==> src/rtl/imem_uart_loader_if.sv <==
// Instruction memory write port driven by the UART loader.
interface imem_uart_loader_if #(
    parameter int unsigned ADDR_W = 10
);
    logic              imem_we;
    logic [ADDR_W-1:0] imem_addr;
    logic [31:0]       imem_wdata;

    modport master (output imem_we, imem_addr, imem_wdata);
    modport slave  (input  imem_we, imem_addr, imem_wdata);
endinterface

==> src/rtl/imem_uart_loader.sv <==
// UART frame receiver that writes a checksummed program image into the
// instruction memory and holds the pipeline in reset until it is verified.
module imem_uart_loader #(
    parameter int unsigned CLKS_PER_BIT = 868,
    parameter int unsigned ADDR_W       = 10,
    parameter int unsigned TIMEOUT_CLKS = 10_000_000
) (
    input  logic                       clk,
    input  logic                       rst,
    input  logic                       uart_rx,
    imem_uart_loader_if.master         imem,
    output logic                       cpu_hold,
    output logic                       load_done,
    output logic                       load_err
);
    localparam int unsigned CNT_W     = $clog2(CLKS_PER_BIT);
    localparam int unsigned HALF_BIT  = CLKS_PER_BIT / 2;
    localparam int unsigned TMO_W     = $clog2(TIMEOUT_CLKS + 1);
    localparam int unsigned REM_W     = ADDR_W + 1;
    localparam int unsigned MAX_WORDS = 32'(1) << ADDR_W;
    localparam logic [7:0]  SYNC_BYTE = 8'hA5;

    typedef enum logic [1:0] {RX_IDLE, RX_START, RX_DATA, RX_STOP} rx_state_t;
    typedef enum logic [2:0] {S_IDLE, S_LEN_LO, S_LEN_HI, S_DATA, S_CHK, S_DONE} state_t;

    // receiver registers
    logic             rx_meta, rx_s, rx_prev;
    rx_state_t        rx_state, rx_state_n;
    logic [CNT_W-1:0] rx_cnt, rx_cnt_n;
    logic [2:0]       rx_bit, rx_bit_n;
    logic [7:0]       rx_sh, rx_sh_n;
    logic [7:0]       rx_byte, rx_byte_n;
    logic             byte_vld, byte_vld_n;
    logic             frame_err, frame_err_n;

    // frame FSM registers
    state_t            state, state_n;
    logic [7:0]        len_lo, len_lo_n;
    logic [REM_W-1:0]  rem, rem_n;
    logic [ADDR_W-1:0] widx, widx_n;
    logic [1:0]        lane, lane_n;
    logic [23:0]       sh, sh_n;
    logic [7:0]        xsum, xsum_n;
    logic [TMO_W-1:0]  tmo, tmo_n;
    logic              we_q, we_n;
    logic [ADDR_W-1:0] addr_q, addr_n;
    logic [31:0]       wdata_q, wdata_n;
    logic              hold_n, done_n, err_n;
    logic              in_frame_c, abort_c;
    logic [15:0]       len_c;

    assign imem.imem_we    = we_q;
    assign imem.imem_addr  = addr_q;
    assign imem.imem_wdata = wdata_q;

    // Synchronizer and receiver state registers
    always_ff @(posedge clk or posedge rst) begin
        if (rst) begin
            rx_meta   <= 1'b1;
            rx_s      <= 1'b1;
            rx_prev   <= 1'b1;
            rx_state  <= RX_IDLE;
            rx_cnt    <= '0;
            rx_bit    <= '0;
            rx_sh     <= '0;
            rx_byte   <= '0;
            byte_vld  <= 1'b0;
            frame_err <= 1'b0;
        end else begin
            rx_meta   <= uart_rx;
            rx_s      <= rx_meta;
            rx_prev   <= rx_s;
            rx_state  <= rx_state_n;
            rx_cnt    <= rx_cnt_n;
            rx_bit    <= rx_bit_n;
            rx_sh     <= rx_sh_n;
            rx_byte   <= rx_byte_n;
            byte_vld  <= byte_vld_n;
            frame_err <= frame_err_n;
        end
    end

    // Receiver next state: start-bit check at half bit, then bit-centre sampling
    always_comb begin
        rx_state_n  = rx_state;
        rx_cnt_n    = rx_cnt;
        rx_bit_n    = rx_bit;
        rx_sh_n     = rx_sh;
        rx_byte_n   = rx_byte;
        byte_vld_n  = 1'b0;
        frame_err_n = 1'b0;
        case (rx_state)
            RX_IDLE: begin
                if (rx_prev && !rx_s) begin
                    rx_state_n = RX_START;
                    rx_cnt_n   = '0;
                end
            end
            RX_START: begin
                if (rx_cnt == CNT_W'(HALF_BIT - 1)) begin
                    rx_cnt_n = '0;
                    rx_bit_n = '0;
                    // still high at mid start bit means it was a glitch
                    rx_state_n = rx_s ? RX_IDLE : RX_DATA;
                end else begin
                    rx_cnt_n = rx_cnt + CNT_W'(1);
                end
            end
            RX_DATA: begin
                if (rx_cnt == CNT_W'(CLKS_PER_BIT - 1)) begin
                    rx_cnt_n = '0;
                    rx_sh_n  = {rx_s, rx_sh[7:1]};
                    if (rx_bit == 3'd7) begin
                        rx_state_n = RX_STOP;
                    end else begin
                        rx_bit_n = rx_bit + 3'd1;
                    end
                end else begin
                    rx_cnt_n = rx_cnt + CNT_W'(1);
                end
            end
            RX_STOP: begin
                if (rx_cnt == CNT_W'(CLKS_PER_BIT - 1)) begin
                    rx_cnt_n   = '0;
                    rx_state_n = RX_IDLE;
                    if (rx_s) begin
                        byte_vld_n = 1'b1;
                        rx_byte_n  = rx_sh;
                    end else begin
                        frame_err_n = 1'b1;
                    end
                end else begin
                    rx_cnt_n = rx_cnt + CNT_W'(1);
                end
            end
            default: rx_state_n = RX_IDLE;
        endcase
    end

    // Frame FSM and output registers
    always_ff @(posedge clk or posedge rst) begin
        if (rst) begin
            state     <= S_IDLE;
            len_lo    <= '0;
            rem       <= '0;
            widx      <= '0;
            lane      <= '0;
            sh        <= '0;
            xsum      <= '0;
            tmo       <= '0;
            we_q      <= 1'b0;
            addr_q    <= '0;
            wdata_q   <= '0;
            cpu_hold  <= 1'b1;
            load_done <= 1'b0;
            load_err  <= 1'b0;
        end else begin
            state     <= state_n;
            len_lo    <= len_lo_n;
            rem       <= rem_n;
            widx      <= widx_n;
            lane      <= lane_n;
            sh        <= sh_n;
            xsum      <= xsum_n;
            tmo       <= tmo_n;
            we_q      <= we_n;
            addr_q    <= addr_n;
            wdata_q   <= wdata_n;
            cpu_hold  <= hold_n;
            load_done <= done_n;
            load_err  <= err_n;
        end
    end

    // Frame parsing, word assembly, checksum, timeout and abort handling
    always_comb begin
        state_n  = state;
        len_lo_n = len_lo;
        rem_n    = rem;
        widx_n   = widx;
        lane_n   = lane;
        sh_n     = sh;
        xsum_n   = xsum;
        tmo_n    = tmo;
        we_n     = 1'b0;
        addr_n   = addr_q;
        wdata_n  = wdata_q;
        hold_n   = cpu_hold;
        done_n   = load_done;
        err_n    = load_err;
        abort_c  = 1'b0;
        len_c    = {rx_byte, len_lo};

        in_frame_c = (state == S_LEN_LO) || (state == S_LEN_HI) ||
                     (state == S_DATA)   || (state == S_CHK);

        if (in_frame_c) begin
            tmo_n = byte_vld ? '0 : tmo + TMO_W'(1);
        end

        case (state)
            S_IDLE, S_DONE: begin
                if (byte_vld && rx_byte == SYNC_BYTE) begin
                    state_n = S_LEN_LO;
                    done_n  = 1'b0;
                    err_n   = 1'b0;
                    hold_n  = 1'b1;
                    widx_n  = '0;
                    lane_n  = '0;
                    xsum_n  = '0;
                    tmo_n   = '0;
                end
            end
            S_LEN_LO: begin
                if (byte_vld) begin
                    len_lo_n = rx_byte;
                    xsum_n   = xsum ^ rx_byte;
                    state_n  = S_LEN_HI;
                end
            end
            S_LEN_HI: begin
                if (byte_vld) begin
                    xsum_n = xsum ^ rx_byte;
                    if (32'(len_c) > MAX_WORDS) begin
                        abort_c = 1'b1;
                    end else if (len_c == 16'd0) begin
                        state_n = S_CHK;
                    end else begin
                        rem_n   = REM_W'(len_c);
                        state_n = S_DATA;
                    end
                end
            end
            S_DATA: begin
                if (byte_vld) begin
                    xsum_n = xsum ^ rx_byte;
                    case (lane)
                        2'd0: sh_n[7:0]   = rx_byte;
                        2'd1: sh_n[15:8]  = rx_byte;
                        2'd2: sh_n[23:16] = rx_byte;
                        default: begin
                            we_n    = 1'b1;
                            addr_n  = widx;
                            wdata_n = {rx_byte, sh};
                            widx_n  = widx + ADDR_W'(1);
                            rem_n   = rem - REM_W'(1);
                            if (rem == REM_W'(1)) begin
                                state_n = S_CHK;
                            end
                        end
                    endcase
                    lane_n = lane + 2'd1;
                end
            end
            S_CHK: begin
                if (byte_vld) begin
                    if (rx_byte == xsum) begin
                        state_n = S_DONE;
                        done_n  = 1'b1;
                        hold_n  = 1'b0;
                    end else begin
                        abort_c = 1'b1;
                    end
                end
            end
            default: state_n = S_IDLE;
        endcase

        if (in_frame_c && (frame_err ||
                (!byte_vld && tmo == TMO_W'(TIMEOUT_CLKS - 1)))) begin
            abort_c = 1'b1;
        end

        // abort keeps already-written words; pipeline stays held
        if (abort_c) begin
            state_n = S_IDLE;
            err_n   = 1'b1;
            done_n  = 1'b0;
            hold_n  = 1'b1;
            tmo_n   = '0;
        end
    end
endmodule

==> src/flat_wrapper.sv <==
// flat-port wrapper written by rule: the top's interface ports become plain ports
module imem_uart_loader_flat 
#(
    parameter int unsigned CLKS_PER_BIT = 868,
    parameter int unsigned ADDR_W       = 10,
    parameter int unsigned TIMEOUT_CLKS = 10_000_000
)
  (clk, rst, uart_rx, cpu_hold, load_done, load_err, imem_imem_we, imem_imem_addr, imem_imem_wdata);
  imem_uart_loader_if #(.ADDR_W(ADDR_W)) imem_i ();
  input  logic clk;
  input  logic rst;
  input  logic uart_rx;
  output logic cpu_hold;
  output logic load_done;
  output logic load_err;
  output wire logic [$bits(imem_i.imem_we)-1:0] imem_imem_we;
  output wire logic [$bits(imem_i.imem_addr)-1:0] imem_imem_addr;
  output wire logic [$bits(imem_i.imem_wdata)-1:0] imem_imem_wdata;
  assign imem_imem_we = imem_i.imem_we;
  assign imem_imem_addr = imem_i.imem_addr;
  assign imem_imem_wdata = imem_i.imem_wdata;
  imem_uart_loader #(.CLKS_PER_BIT(CLKS_PER_BIT), .ADDR_W(ADDR_W), .TIMEOUT_CLKS(TIMEOUT_CLKS)) u_core (.clk(clk), .rst(rst), .uart_rx(uart_rx), .imem(imem_i), .cpu_hold(cpu_hold), .load_done(load_done), .load_err(load_err));
endmodule
==> config.mk <==
export PLATFORM = sky130hd
export DESIGN_NAME = imem_uart_loader_flat
export DESIGN_NICKNAME = d
export VERILOG_FILES = /design/src/rtl/imem_uart_loader_if.sv /design/src/rtl/imem_uart_loader.sv /design/src/flat_wrapper.sv
export SDC_FILE = /design/constraint.sdc
export NUM_CORES = 1
export LEC_CHECK = 0
export BUFFER_PORTS_ARGS = -buffer_cell sky130_fd_sc_hd__buf_2
export CORE_MARGIN = 1.5
export CORE_UTILIZATION = 65
export CTS_BUF_LIST = sky130_fd_sc_hd__clkbuf_4 sky130_fd_sc_hd__clkbuf_8
export DETAILED_ROUTE_END_ITERATION = 8
export GPL_TIMING_DRIVEN = 0
export PLACE_DENSITY = 0.85
export SETUP_SLACK_MARGIN = 0.15
export SLEW_MARGIN = 5
export SYNTH_ARGS = -nofsm -noshare
export SYNTH_HDL_FRONTEND = slang
export SYNTH_SLANG_ARGS = --single-unit
==> constraint.sdc <==
create_clock -name clk -period 10.8 [get_ports clk]
set_input_delay 0.54 -clock clk [delete_from_list [all_inputs] [get_ports clk]]
set_output_delay 0.54 -clock clk [all_outputs]
set_load 0.02 [all_outputs]
Word-level counts from Yosys, hierarchy flattened
Index checks and enable logic that the tools add are counted.
{"block": "op_classes", "add_sub_neg": 6, "order_cmp": 1, "n_eq_ne": 39, "n_mux": 75, "n_bitwise": 2, "n_reduce_logical": 41}
{"operator": "24-bit two-way mux", "n": 5}
{"operator": "10-bit two-way mux", "n": 6}
{"operator": "11-bit two-way mux", "n": 5}
{"operator": "3-bit two-way mux", "n": 14}
{"operator": "10-bit case mux with 3 select lines", "n": 1}
{"operator": "24-bit by 1-bit adder with 24-bit output, second input constant", "n": 1}
{"operator": "24-bit == test, second input constant", "n": 1}
{"operator": "1-bit two-way mux", "n": 24}
{"operator": "11-bit case mux with 2 select lines", "n": 1}
{"operator": "3-bit AND reduction", "n": 7}
{"operator": "10-bit by 1-bit adder with 10-bit output, second input constant", "n": 2}
{"operator": "10-bit case mux with 2 select lines", "n": 1}
{"operator": "2-bit by 1-bit != test with 1-bit output, second input constant", "n": 9}
{"operator": "16-bit by 11-bit > comparator with 1-bit output, second input constant", "n": 1}
{"operator": "16-bit logical NOT", "n": 1}
{"operator": "2-bit two-way mux", "n": 8}
{"operator": "8-bit two-way mux", "n": 2}
{"operator": "8-bit case mux with 2 select lines", "n": 1}
{"operator": "3-bit by 1-bit != test with 1-bit output, second input constant", "n": 5}
{"operator": "3-bit case mux with 5 select lines", "n": 1}
{"operator": "3-bit by 2-bit != test with 1-bit output, second input constant", "n": 4}
{"operator": "4-bit AND reduction", "n": 3}
{"operator": "2-bit nonzero test", "n": 6}
{"operator": "11-bit by 1-bit == test with 1-bit output, second input constant", "n": 1}
{"operator": "other kinds (31)", "n": 54}
{"block": "word_totals", "regBits": 172, "inputBits": 3, "output_inout_bits": 46, "elab_cells": 190}

Longest topological paths before layout
{"block": "depth", "depth_word": 8, "depth_mapped": 9, "mapped_depth_nobuf": 8}

Least setup slack after synthesis
No wires, ideal clock.
{"block": "synth_timing", "path_kind": "register -> register", "start": "reg u_core.rx_byte[6]", "end": "reg u_core.xsum[4]", "setup_ps": 118, "t_arrival_ps": 2283, "required_time_ps": 10682, "slack_ps": 8399, "stages_incl_launch_ff": 8, "path_buffers": 1, "synth_period_minus_slack_ps": 2401, "cell_sequence": "dfrtp_1 > buf_6 > or3_4 > or4_4 > nor4_4 > or2b_2 > o21ai_0 > a21o_1"}
{"block": "synth_via", "elab_chain_cells": 4}
{"item": "from (decl)", "line_no": "imem_uart_loader.sv:32", "source": "logic [7:0] rx_byte, rx_byte_n;"}
{"item": "from (signal assigned)", "line_no": "imem_uart_loader.sv:77", "source": "rx_byte <= rx_byte_n;"}
{"item": "8-bit == test", "line_no": "imem_uart_loader.sv:203", "source": "if (byte_vld && rx_byte == SYNC_BYTE) begin"}
{"item": "1-bit logical AND", "line_no": "imem_uart_loader.sv:203"}
{"item": "2-bit by 1-bit != test with 1-bit output (no line)"}
{"item": "3-bit AND reduction (no line)"}
{"item": "to (signal assigned)", "line_no": "imem_uart_loader.sv:164", "source": "xsum <= xsum_n;"}
{"item": "to (decl)", "line_no": "imem_uart_loader.sv:43", "source": "logic [7:0] xsum, xsum_n;"}
No other way between the ends.
A chain may end at the register's enable or synchronous reset.

Worst setup path in the final report
{"block": "layout_timing", "start": "reg u_core.rx_byte[4]", "end": "reg u_core.xsum[2]"}
Same word-level chain as after synthesis.

==> results.txt <==
----------------------------------------------------
[Status]
  Run status ... finished clean

[STA]
  Timing-limited maximum frequency ... approximately 0.35 GHz
  Unrepaired setup endpoints after global routing ... false
  Part of the cycle the worst path needs ... a little over a quarter
  Post-layout min period ... 2882 ps
  Final total negative setup slack ... 0 ps
  Worst slew slack as a fraction of its limit ... about two fifths
  Clock Skews ... ~17 ps
  Transition time at the pin with the least slew margin ... between 800 and 900 ps
  Number of pins exceeding their max-slew limit in the final report ... 0
  Final Hold Violating Endpoints ... 0
  Number of setup violations in the final report ... 0

[Layout]
  Filler cell count in the final layout ... ~800
  Post-Layout Cell Count ... 1,016
  Layout cell share with drive strength beyond 1 ... between 10% and 20%
  Count of antenna diodes in the layout ... 0
  Multi-input gate area in the final layout ... approximately 3300 um2
  Post-layout net count ... about 870
  Seq. cell area ... ~4300 um2
  Area growth from synthesis to layout ... 10.63%

[Clocking]
  Setup bufs post-CTS ... 0
  CTS Root Cell ... sky130_fd_sc_hd__clkbuf_8
  TritonCTS clock tree ... done
  Clock Sinks ... 172
  Hold buffers post-CTS ... 0
  Insertion delay of the later-clocked pin in the worst-skew pair ... 470 ps
  CTS Buffer Depth ... 2
  CTS clock-pin slew for the worst setup and hold paths ... about 90 ps
  Level count of the clock H-tree ... 4
  Post-cts sizing count ... 0
  Num CTS Buffers ... 17

[Routing]
  Detail-routed via count per cell ... ~5.9
  Final Routed Wirelength ... about 17 mm
  Final routed DRC violation total ... 0
  Initial drt markers ... a little under 500
  Routed via count ... between 5,000 and 6,000
  Detail Route Antenna Nets ... 0
  Post-detailed-route wirelength per cell ... 16.52 um
  First-pass iteration count of the detailed router ... 5

[Critical path]
  Worst Path Arrival ... 3220 ps
  Critical setup path kind ... register to register
  Startpoint of the lowest-slack register-to-register path ... u_core.rx_byte[4]$_DFFE_PP0P_
  Capture instance of the worst register-to-register path ... u_core.xsum[2]$_DFFE_PP0P_
  Reg-to-reg setup timing slack ... roughly 7900 ps
  Crit-path max cell delay ... between 500 and 600 ps
  Critical path required time ... roughly 11,000 ps
  Ordered cell list for the critical path ... clkbuf_1 -> or3_4 -> or4_4 -> nor4_4 -> or2b_2 -> o21ai_0 -> o2bb2ai_1
  FF-to-FF path depth ... 7
  Dominant delay contributor by cell family on the critical path ... simple AND/OR/NAND/NOR gates
  Maximum net fanout on the critical path ... 10
  Type of element capturing the critical path ... register
  CP startpoint kind ... register
  Library cell contributing the largest single delay on the critical path ... sky130_fd_sc_hd__or4_4
  Worst Path Buf+Inv ... 1

[Synthesis]
  Number of warnings printed during yosys synthesis ... 0
  Part of the Yosys area used for sequential elements ... between 50% and 60%
  Main flop type after synthesis ... sky130_fd_sc_hd__dfrtp_1
  Synth unique cells ... 61
  Net count after synthesis ... about 800
  Count of flip-flops with a built-in enable after synthesis ... 0
  Syn avg cell area ... 9.994 um2
  Largest family of logic cells by synthesized area ... simple AND/OR/NAND/NOR gates
  Top area cells in the synthesized netlist ... sky130_fd_sc_hd__dfrtp_1 53%, sky130_fd_sc_hd__nand2_1 7.9%, sky130_fd_sc_hd__mux2_2 7.0%
  Mux cell area share after synthesis ... under 10%
  Post-synthesis instance area ... between 7000 and 8000 um2
  Area fraction of the dominant cell type after synthesis ... ~53%
  Most numerous cell types in the synthesized netlist ... 168 x sky130_fd_sc_hd__dfrtp_1, 166 x sky130_fd_sc_hd__nand2_1, 71 x sky130_fd_sc_hd__nor2_1, 49 x sky130_fd_sc_hd__mux2_2, 48 x sky130_fd_sc_hd__o21ai_0
  Synthesized-area fraction occupied by and/or/nand/nor cells ... 20.29%
  Area leader, netlist ... sky130_fd_sc_hd__dfrtp_1
  Most frequent cell after synthesis ... sky130_fd_sc_hd__dfrtp_1
  Share of async-settable or async-resettable flops after synthesis ... 100.0%
  Number of register bits inferred by synthesis ... around 170
  Compound-gate portion of the synthesized area ... under 10%
  Post-synthesis share of cell area spent on xor and xnor gates ... just under 4%
  Synthesized instance count ... ~790
  Synth Area in Adders ... approximately 1.9%

[Pwr]
  Switching part of the total ... between 20 and 25%
  Part of the power in combinational logic ... 4.8%
  Switching power summed over all nets ... approximately 0.00028 W
  Cell Int Power ... ~0.00086 W
  Post-layout total power ... ~0.0011 W
  Worst VDD drop ... ~110 uV
  Share of power burned in the clock network ... between 30% and 40%
  Leakage power ... ~4.4 nW
  Cell Pwr Density ... between 100 and 150 nW/um2
  Seq pwr share ... just under 60%

[Floorplanning]
  Die X ... about 110 um
  Boundary Pins ... a little under 50
  Row count ... 40
  Overall die area ... about 13,000 um2
  Core area ... approximately 12,000 um2
  Die Y ... 113.1 um
  Initial Utilization ... between 60% and 70%

[Min path]
  Path category of the worst min-delay check ... input port to async pin

[Placement]
  Number of placed cells counting well taps ... a little under 1,000
  Hpwl dp ... 11.33 mm
  Port Buffers ... between 40 and 50
  RePlAce Congestion ... approximately 0.86

[GRT]
  Global-route usage over all layers ... 28.52%
  Pin count of the biggest net entering global routing ... 94
  Vias in the first global route ... 6,076
  Initial antenna violation count ... 0
  Global route overflow ... 0
  First-pass GRT wire length ... ~29 mm

[Job]
  Max_cap viols ... 0

----------------------------------------------------
-- layout by cell type, fill, tap and decap left out, types with 3 or more instances in the layout --
master / instances
sky130_fd_sc_hd__or4_1: 3
sky130_fd_sc_hd__mux2_2: 49
sky130_fd_sc_hd__clkbuf_8: 18
sky130_fd_sc_hd__and3_1: 8
sky130_fd_sc_hd__inv_1: 24
sky130_fd_sc_hd__and4_1: 3
sky130_fd_sc_hd__nor2b_1: 5
sky130_fd_sc_hd__clkinvlp_4: 6
sky130_fd_sc_hd__o22ai_1: 3
sky130_fd_sc_hd__nand3_1: 19
sky130_fd_sc_hd__xor2_1: 24
sky130_fd_sc_hd__nand2_1: 166
sky130_fd_sc_hd__clkbuf_1: 32
sky130_fd_sc_hd__nand2b_1: 9
sky130_fd_sc_hd__nor4_1: 6
sky130_fd_sc_hd__nor2_1: 71
sky130_fd_sc_hd__nor3b_1: 7
sky130_fd_sc_hd__nor4b_1: 3
sky130_fd_sc_hd__dfstp_2: 4
sky130_fd_sc_hd__nand4_1: 12
sky130_fd_sc_hd__a22oi_1: 5
sky130_fd_sc_hd__a21oi_1: 20
sky130_fd_sc_hd__o2bb2ai_1: 5
sky130_fd_sc_hd__a21o_1: 4
sky130_fd_sc_hd__buf_2: 51
sky130_fd_sc_hd__nor3_1: 15
sky130_fd_sc_hd__xnor2_1: 11
sky130_fd_sc_hd__ha_1: 12
sky130_fd_sc_hd__o22a_1: 3
sky130_fd_sc_hd__mux2i_1: 4
sky130_fd_sc_hd__or3_1: 4
sky130_fd_sc_hd__o21ai_0: 48
sky130_fd_sc_hd__dfrtp_1: 168
-- area by class of cell --
| type | count | area share (%) |
|---|---|---|
| inverter | 25 | 1.163 |
| multi-input combinational | 554 | 38.13 |
| clock inverter | 12 | 1.321 |
| clock buffer | 20 | 3.016 |
| sequential | 172 | 49.46 |
| tap | 147 | 2.111 |
| timing repair buffer | 49 | 3.073 |
| buffer | 37 | 1.723 |
-- kinds of logic after synthesis --
group                    after synthesis
AND/OR/NAND/NOR                      344
adder cells (fa/ha/maj)               12
AO/OA/AOI/OAI                        110
multiplexers                          53
flip-flops                           172
buffers and inverters                 62
XOR/XNOR                              35
-- how the worst max path moves through the flow --
| stage | slack, ps | startpoint | cells past startpoint | end |
|---|---|---|---|---|
| after global placement | 4120 | rst | 2 | u_core.rx_bit[0]$_DFFE_PP0P_ |
| after detailed placement | 7930 | u_core.rx_byte[4]$_DFFE_PP0P_ | 7 | u_core.xsum[4]$_DFFE_PP0P_ |
| final | 7920 | u_core.rx_byte[4]$_DFFE_PP0P_ | 7 | u_core.xsum[2]$_DFFE_PP0P_ |
| after floorplan | 5610 | rst | 1 | async pin |
| after CTS | 7910 | u_core.rx_byte[4]$_DFFE_PP0P_ | 7 | u_core.xsum[4]$_DFFE_PP0P_ |
| after global routing | 7720 | u_core.state[0]$_DFFE_PP0P_ | 8 | u_core.tmo[22]$_DFF_PP0_ |
-- through the flow --
step	instance area [um2]	setup slack, ps	hold slack (ps)	utilization (%)
finish	8712	7918	144.4	73.14
global route	8712	7724	122.2	73.14
CTS	8712	7915	142.2	73.14
detailed placement	8334	7932	349.2	69.97
global placement	8299	4120	346.6	69.67
floorplan	7875	5606	345.2	-
-- worst reg2reg max path: cells and delay by family (launching register included) --
| kind | cells | cell delay, ps |
|---|---|---|
| buf+inv | 1 | 270 |
| compound gates | 2 | 300 |
| simple gates | 4 | 1830 |
| flops | 1 | 370 |
-- state kept, by name, summed over array words and instances (netlist names), 2 cells and up, named ones only --
name / count
u_core.imem.imem_wdata: 32
u_core.sh: 24
u_core.tmo: 24
u_core.rem: 11
u_core.imem.imem_addr: 10
u_core.rx_cnt: 10
u_core.widx: 10
u_core.len_lo: 8
u_core.rx_byte: 8
u_core.rx_sh: 8
u_core.xsum: 8
u_core.rx_bit: 3
u_core.state: 3
u_core.lane: 2
-- power groups by stage --
stage	clock, W	sequential, W	combinational, W
2_1_floorplan	0	0.000671	0.0000418
3_3_place_gp	0	0.000673	0.0000506
3_5_place_dp	0	0.000673	0.0000554
4_1_cts	0.000437	0.000661	0.0000562
5_1_grt	0.000463	0.000663	0.0000647
6_report	0.000429	0.000661	0.0000553
-- layer usage --
metal | wire [um] | vias up | global-route usage, %
met5 | 0 | - | 0
met4 | 266 | 0 | 10.00
met3 | 735 | 30 | 6.963
met2 | 8388 | 139 | 46.46
met1 | 7395 | 2959 | 37.82
li1 | - | 2816 | -
Note: power is estimated with default switching activity, not from simulation.
